File: src/rtl/mem_pkg.sv
// Shared definitions for the unified-memory data-port arbiter: FSM encoding,
// memory map constants and requester ids.
package mem_pkg;

  typedef enum logic [2:0] {
    S_IDLE   = 3'd0,
    S_SETUP  = 3'd1,
    S_STROBE = 3'd2,
    S_HOLD   = 3'd3,
    S_RESP   = 3'd4
  } state_e;

  localparam logic [31:0] MEM_SIZE   = 32'h4000;
  localparam logic [31:0] INST_BASE  = 32'h3000;
  localparam logic [31:0] WORD_BYTES = 32'd4;

  localparam logic REQ_CPU = 1'b0;
  localparam logic REQ_LDR = 1'b1;

endpackage

File: src/rtl/rr_arb2.sv
// Two-way round-robin arbiter; the priority flop flips to the loser side
// whenever a grant is accepted.
module rr_arb2
  import mem_pkg::*;
(
  input  logic       clk,
  input  logic       rst_n,
  input  logic [1:0] req_i,
  input  logic       accept_i,
  output logic       gnt_o
);

  logic prio_q, prio_d;

  always_comb begin
    if (req_i == 2'b11) gnt_o = prio_q;
    else                gnt_o = req_i[1] ? REQ_LDR : REQ_CPU;
    prio_d = accept_i ? ~gnt_o : prio_q;
  end

  always_ff @(posedge clk or negedge rst_n) begin
    if (!rst_n) prio_q <= REQ_CPU;
    else        prio_q <= prio_d;
  end

endmodule

File: src/rtl/mem_port_arbiter.sv
// Arbitrates the unified memory data port between the CPU and the loader, and
// sequences each access into a clean read or a single held-stable write strobe.
module mem_port_arbiter #(
  parameter int          ADDR_W    = 32,
  parameter int          DATA_W    = 32,
  parameter logic [31:0] MEM_SIZE  = mem_pkg::MEM_SIZE,
  parameter logic [31:0] INST_BASE = mem_pkg::INST_BASE
) (
  input  logic              clk,
  input  logic              rst_n,
  input  logic              req0,
  input  logic              req1,
  input  logic              we0,
  input  logic              we1,
  input  logic [ADDR_W-1:0] addr0,
  input  logic [ADDR_W-1:0] addr1,
  input  logic [DATA_W-1:0] wdata0,
  input  logic [DATA_W-1:0] wdata1,
  output logic              done0,
  output logic              done1,
  output logic              err,
  output logic [DATA_W-1:0] rdata,
  output logic [ADDR_W-1:0] mem_addr,
  output logic [DATA_W-1:0] mem_wdata,
  output logic              mem_read,
  output logic              mem_write,
  input  logic [DATA_W-1:0] mem_rdata
);
  import mem_pkg::*;

  localparam logic [ADDR_W-1:0] LAST_WORD = ADDR_W'(MEM_SIZE - WORD_BYTES);
  localparam logic [ADDR_W-1:0] INST_LO   = ADDR_W'(INST_BASE);

  state_e            state_q;
  logic              we_q, id_q;
  logic              done0_q, done1_q, err_q, mem_read_q, mem_write_q;
  logic [DATA_W-1:0] rdata_q, mem_wdata_q;
  logic [ADDR_W-1:0] mem_addr_q;

  logic              gnt_id, grant;
  logic              sel_we, chk_err;
  logic [ADDR_W-1:0] sel_addr;
  logic [DATA_W-1:0] sel_wdata;

  assign grant = (state_q == S_IDLE) && (req0 || req1);

  rr_arb2 u_arb (
    .clk      (clk),
    .rst_n    (rst_n),
    .req_i    ({req1, req0}),
    .accept_i (grant),
    .gnt_o    (gnt_id)
  );

  // The check sees exactly the values being latched, so a rejected access can
  // complete in the very next cycle without ever touching the memory port.
  always_comb begin
    sel_we    = (gnt_id == REQ_LDR) ? we1    : we0;
    sel_addr  = (gnt_id == REQ_LDR) ? addr1  : addr0;
    sel_wdata = (gnt_id == REQ_LDR) ? wdata1 : wdata0;
    chk_err   = (sel_addr[1:0] != 2'b00) || (sel_addr > LAST_WORD) ||
                (sel_we && (gnt_id == REQ_CPU) && (sel_addr >= INST_LO));
  end

  always_ff @(posedge clk or negedge rst_n) begin
    if (!rst_n) begin
      state_q     <= S_IDLE;
      we_q        <= 1'b0;
      id_q        <= REQ_CPU;
      done0_q     <= 1'b0;
      done1_q     <= 1'b0;
      err_q       <= 1'b0;
      mem_read_q  <= 1'b0;
      mem_write_q <= 1'b0;
      rdata_q     <= '0;
      mem_addr_q  <= '0;
      mem_wdata_q <= '0;
    end else begin
      done0_q     <= 1'b0;
      done1_q     <= 1'b0;
      mem_read_q  <= 1'b0;
      mem_write_q <= 1'b0;
      case (state_q)
        S_IDLE: begin
          if (grant) begin
            we_q <= sel_we;
            id_q <= gnt_id;
            if (chk_err) begin
              state_q <= S_RESP;
              done0_q <= (gnt_id == REQ_CPU);
              done1_q <= (gnt_id == REQ_LDR);
              err_q   <= 1'b1;
            end else begin
              state_q     <= S_SETUP;
              mem_addr_q  <= sel_addr;
              mem_wdata_q <= sel_wdata;
              mem_read_q  <= ~sel_we;
            end
          end
        end
        S_SETUP: begin
          if (we_q) begin
            state_q     <= S_STROBE;
            mem_write_q <= 1'b1;
          end else begin
            state_q <= S_RESP;
            rdata_q <= mem_rdata;
            done0_q <= (id_q == REQ_CPU);
            done1_q <= (id_q == REQ_LDR);
            err_q   <= 1'b0;
          end
        end
        S_STROBE: state_q <= S_HOLD;
        // Address and data stay put one extra cycle after the strobe drops.
        S_HOLD: begin
          state_q <= S_RESP;
          done0_q <= (id_q == REQ_CPU);
          done1_q <= (id_q == REQ_LDR);
          err_q   <= 1'b0;
        end
        S_RESP: begin
          state_q <= S_IDLE;
          err_q   <= 1'b0;
        end
        default: state_q <= S_IDLE;
      endcase
    end
  end

  assign done0     = done0_q;
  assign done1     = done1_q;
  assign err       = err_q;
  assign rdata     = rdata_q;
  assign mem_addr  = mem_addr_q;
  assign mem_wdata = mem_wdata_q;
  assign mem_read  = mem_read_q;
  assign mem_write = mem_write_q;

endmodule

File: config.mk
export PLATFORM = sky130hd
export DESIGN_NAME = mem_port_arbiter
export DESIGN_NICKNAME = d
export VERILOG_FILES = /design/src/rtl/mem_pkg.sv /design/src/rtl/rr_arb2.sv /design/src/rtl/mem_port_arbiter.sv
export SDC_FILE = /design/constraint.sdc
export NUM_CORES = 1
export LEC_CHECK = 0
export ABC_AREA = 0
export BUFFER_PORTS_ARGS = -buffer_cell sky130_fd_sc_hd__buf_4
export CELL_PAD_IN_SITES_DETAIL_PLACEMENT = 0
export CELL_PAD_IN_SITES_GLOBAL_PLACEMENT = 1
export CORE_MARGIN = 5
export CORE_UTILIZATION = 32
export DETAILED_ROUTE_END_ITERATION = 7
export HOLD_SLACK_MARGIN = 0.06
export PLACE_DENSITY = 0.86
export SYNTH_ARGS = -nofsm -noshare
export SYNTH_HDL_FRONTEND = slang
export SYNTH_SLANG_ARGS = --single-unit
File: constraint.sdc
create_clock -name clk -period 2.6 [get_ports clk]
set_input_delay 0.26 -clock clk [delete_from_list [all_inputs] [get_ports clk]]
set_output_delay 0.26 -clock clk [all_outputs]
set_load 0.02 [all_outputs]
==> key figures <==
Timing
  • Period utilization: 0.823
  • Setup violations, final: 0
  • Max Slew Vio Count: 0
  • Tmin final: 2.14 ns
  • Hold Violations, Final: 0
  • FMAX: 467 MHz
  • Worst Tran Pin Value: 0.813 ns
  • Worst slew margin: 0.457
  • Final setup TNS: 0 ns
  • Hold_ws: 0.140 ns
  • Clock skew: 0.00693 ns
  • Unrepaired setup endpoints after global routing: no

Power
  • Internal Dissipation: 2.58 mW
  • Sequential power share: 0.493
  • Psw: 0.852 mW
  • Part of the total power dissipated in the clock network: 0.385
  • Comb power frac: 0.122
  • Sw Ratio: 0.248
  • Power Density: 480 nW/um^2
  • Worst vdd ir: 0.000274 V
  • Leak: 4.02 nW

Logic synthesis
  • Total number of yosys warnings: 0
  • Register area share after synthesis: 0.575
  • Mapped Area: 4660 sq um
  • Distinct cells, synth: 32
  • Post-Synthesis Cells: 407
  • Mapped Nets: 573
  • FF+latch count, synth: 107
  • Syn_area_per_cell: 11.4 sq um

Critical path
  • Worst r2r src: u_arb.prio_q
  • CP max-delay cell: mux2_2
  • WS Path Type: reg -> reg
  • RR Endpoint: mem_wdata[18]
  • Register-to-Register Setup Slack: 0.46 ns
  • WP data required: 2.83 ns
  • Worst r2r path cells: 7
  • Critical Path Start Type: register
  • Peak fanout along the critical path: 33
  • Crit-path cells: nor2b_1 > nand2b_2 > o31ai_1 > and2_1 > and3_4 > buf_12 > mux2_2
  • Arr. time, crit path: 2.37 ns
  • CP endpoint kind: register
  • Worst stage delay on the critical path: 0.36 ns

CTS
  • Postcts setup bufs: 0
  • Post-cts resize count: 0
  • Clk slew on worst S/H paths: 0.08 ns
  • TritonCTS clock tree: done
  • CTS buffer count: 9
  • CTS Hold Bufs: 1
  • Root Buffer: clkbuf_16
  • CTS Sinks: 107
  • H-tree depth: 3
  • Worst skew pair latency: 0.34 ns
  • Clock tree buffer depth: 2

Global route
  • Vias in the first global route: 4003
  • Largest net degree at the start of global routing: 64
  • Initial antenna violation count: 0
  • GRT Util Overall: 0.149
  • Grt total ovfl: 0
  • First-pass GRT wire length: 19700 um

Route
  • DR iter-0 viols: 128
  • Total Wirelength: 13100 um
  • Total number of vias: 3844
  • Drt pass-1 iters: 4
  • Drt drc: 0
  • Final ANT Viol Nets: 0
  • Via density: 4.46
  • Drt wl/cell: 15.2 um

Die
  • Die ar.: 17100 sq um
  • Initial Utilization: 0.323
  • Die W: 131 um
  • Row Count: 44
  • Core Area: 14400 sq um
  • Die Y: 131 um
  • Top-Level Pins: 267

Cells and area
  • Layout cells sized above 1: 0.532
  • Commonest non-fill, non-tap cell in the layout: buf_4
  • Most frequent cells in the layout: buf_4 (269), nand2_1 (140), dfrtp_1 (107)
  • Area growth, synth to finish: 53.6%
  • Nets: 838
  • Cell Count, Final, Fillers Out: 861
  • Diode count: 0

Placed design
  • Port Buffers: 266
  • Placed Cells: 844
  • Post-detailed-placement half-perimeter wirelength: 10300 um
  • Gpl congestion: 0.792

Min path
  • Hold EP: rdata[19]
  • Hold WC Path Type: in -> reg
  • Hold wc startpoint: mem_rdata[19]
  • Cells on Worst Hold Path: 2

Run status
  • Outcome: completed

Flow run
  • Max-cap violations: 0
cells in the mapped netlist, drive strengths merged:
cell type | instances | area share
nand3 | 2 | 0.0021
nand2 | 140 | 0.11
clkbuf | 10 | 0.0081
inv | 3 | 0.0024
and2 | 2 | 0.0027
buf | 9 | 0.020
nand4 | 1 | 0.0013
nand2b | 4 | 0.0054
nor2 | 7 | 0.0056
dfrtp | 107 | 0.57
or4 | 1 | 0.0016
nor4 | 10 | 0.013
mux2 | 77 | 0.20
o211ai | 1 | 0.0016
o2111ai | 1 | 0.0019
o31ai | 1 | 0.0016
nor3 | 1 | 0.0011
and3 | 1 | 0.0013
nor2b | 21 | 0.028
mux2i | 1 | 0.0021
o21a | 2 | 0.0032
o21ai | 2 | 0.0021
o22ai | 2 | 0.0027
a21oi | 1 | 0.0011
flip-flops by register name, indices dropped and copies added (netlist names):
| signal | cells |
|---|---|
| done0 | 1 |
| done1 | 1 |
| err | 1 |
| id_q | 1 |
| mem_addr | 32 |
| mem_read | 1 |
| mem_wdata | 32 |
| mem_write | 1 |
| rdata | 32 |
| state_q | 3 |
| u_arb.prio_q | 1 |
| we_q | 1 |
logic make-up after synthesis:
| family | after synthesis | share of synthesized area |
|---|---|---|
| muxes | 78 | 0.204 |
| buffers and inverters | 22 | 0.0306 |
| and+or+nand+nor | 190 | 0.176 |
| AOI/OAI and AO/OA | 10 | 0.0142 |
| DFF | 107 | 0.575 |
power groups by stage:
stage / Combinational, mW / Clock (mW) / Sequential (mW)
5_1_grt: 0.471 / 1.44 / 1.70
6_report: 0.417 / 1.32 / 1.69
3_3_place_gp: 0.419 / 0 / 1.72
3_5_place_dp: 0.424 / 0 / 1.73
4_1_cts: 0.427 / 1.38 / 1.69
2_1_floorplan: 0.137 / 0 / 1.73
worst max-delay path, delay by kind of cell (launching register included):
| family | cells | cell delay (ns) |
|---|---|---|
| and+or+nand+nor | 4 | 0.73 |
| muxes | 1 | 0.36 |
| buffers and inverters | 1 | 0.22 |
| DFF | 1 | 0.35 |
| AOI/OAI and AO/OA | 1 | 0.35 |
worst max-delay path by stage:
stage                          to         start  depth (start not counted)
floorplan           mem_wdata[10]     addr1[14]                          7
global placement    mem_wdata[16]     addr1[14]                          7
detailed placement  mem_wdata[18]     addr1[14]                          7
CTS                 mem_wdata[18]  u_arb.prio_q                          7
global route        mem_wdata[28]  u_arb.prio_q                          7
finish              mem_wdata[18]  u_arb.prio_q                          7
through the flow:
| step | power (mW) | utilization | setup WS, ns | area (sq um) |
|---|---|---|---|---|
| after floorplan | 1.87 | - | 0.508 | 4660 |
| after global placement | 2.14 | 0.475 | 0.227 | 6850 |
| after detailed placement | 2.15 | 0.475 | 0.199 | 6850 |
| after CTS | 3.50 | 0.496 | 0.454 | 7150 |
| after global routing | 3.61 | 0.496 | 0.368 | 7150 |
| final | 3.43 | 0.496 | 0.460 | 7150 |
final cells by class:
class	instances	area (sq um)
fill	1334	7270
sequential	107	2680
timing repair buffer	273	2090
multi-input combinational	278	1850
tap	184	230
clock buffer	9	225
clock inverter	7	71.3
inverter	3	11.3
metal layers:
layer / track usage / part of all wire / up-vias
met5: 0 / 0 / -
met4: 0.0478 / 0.012 / 0
met3: 0.0394 / 0.084 / 14
met2: 0.260 / 0.52 / 144
met1: 0.178 / 0.38 / 1812
li1: - / - / 1874
Power figures use the tool's default switching activity.
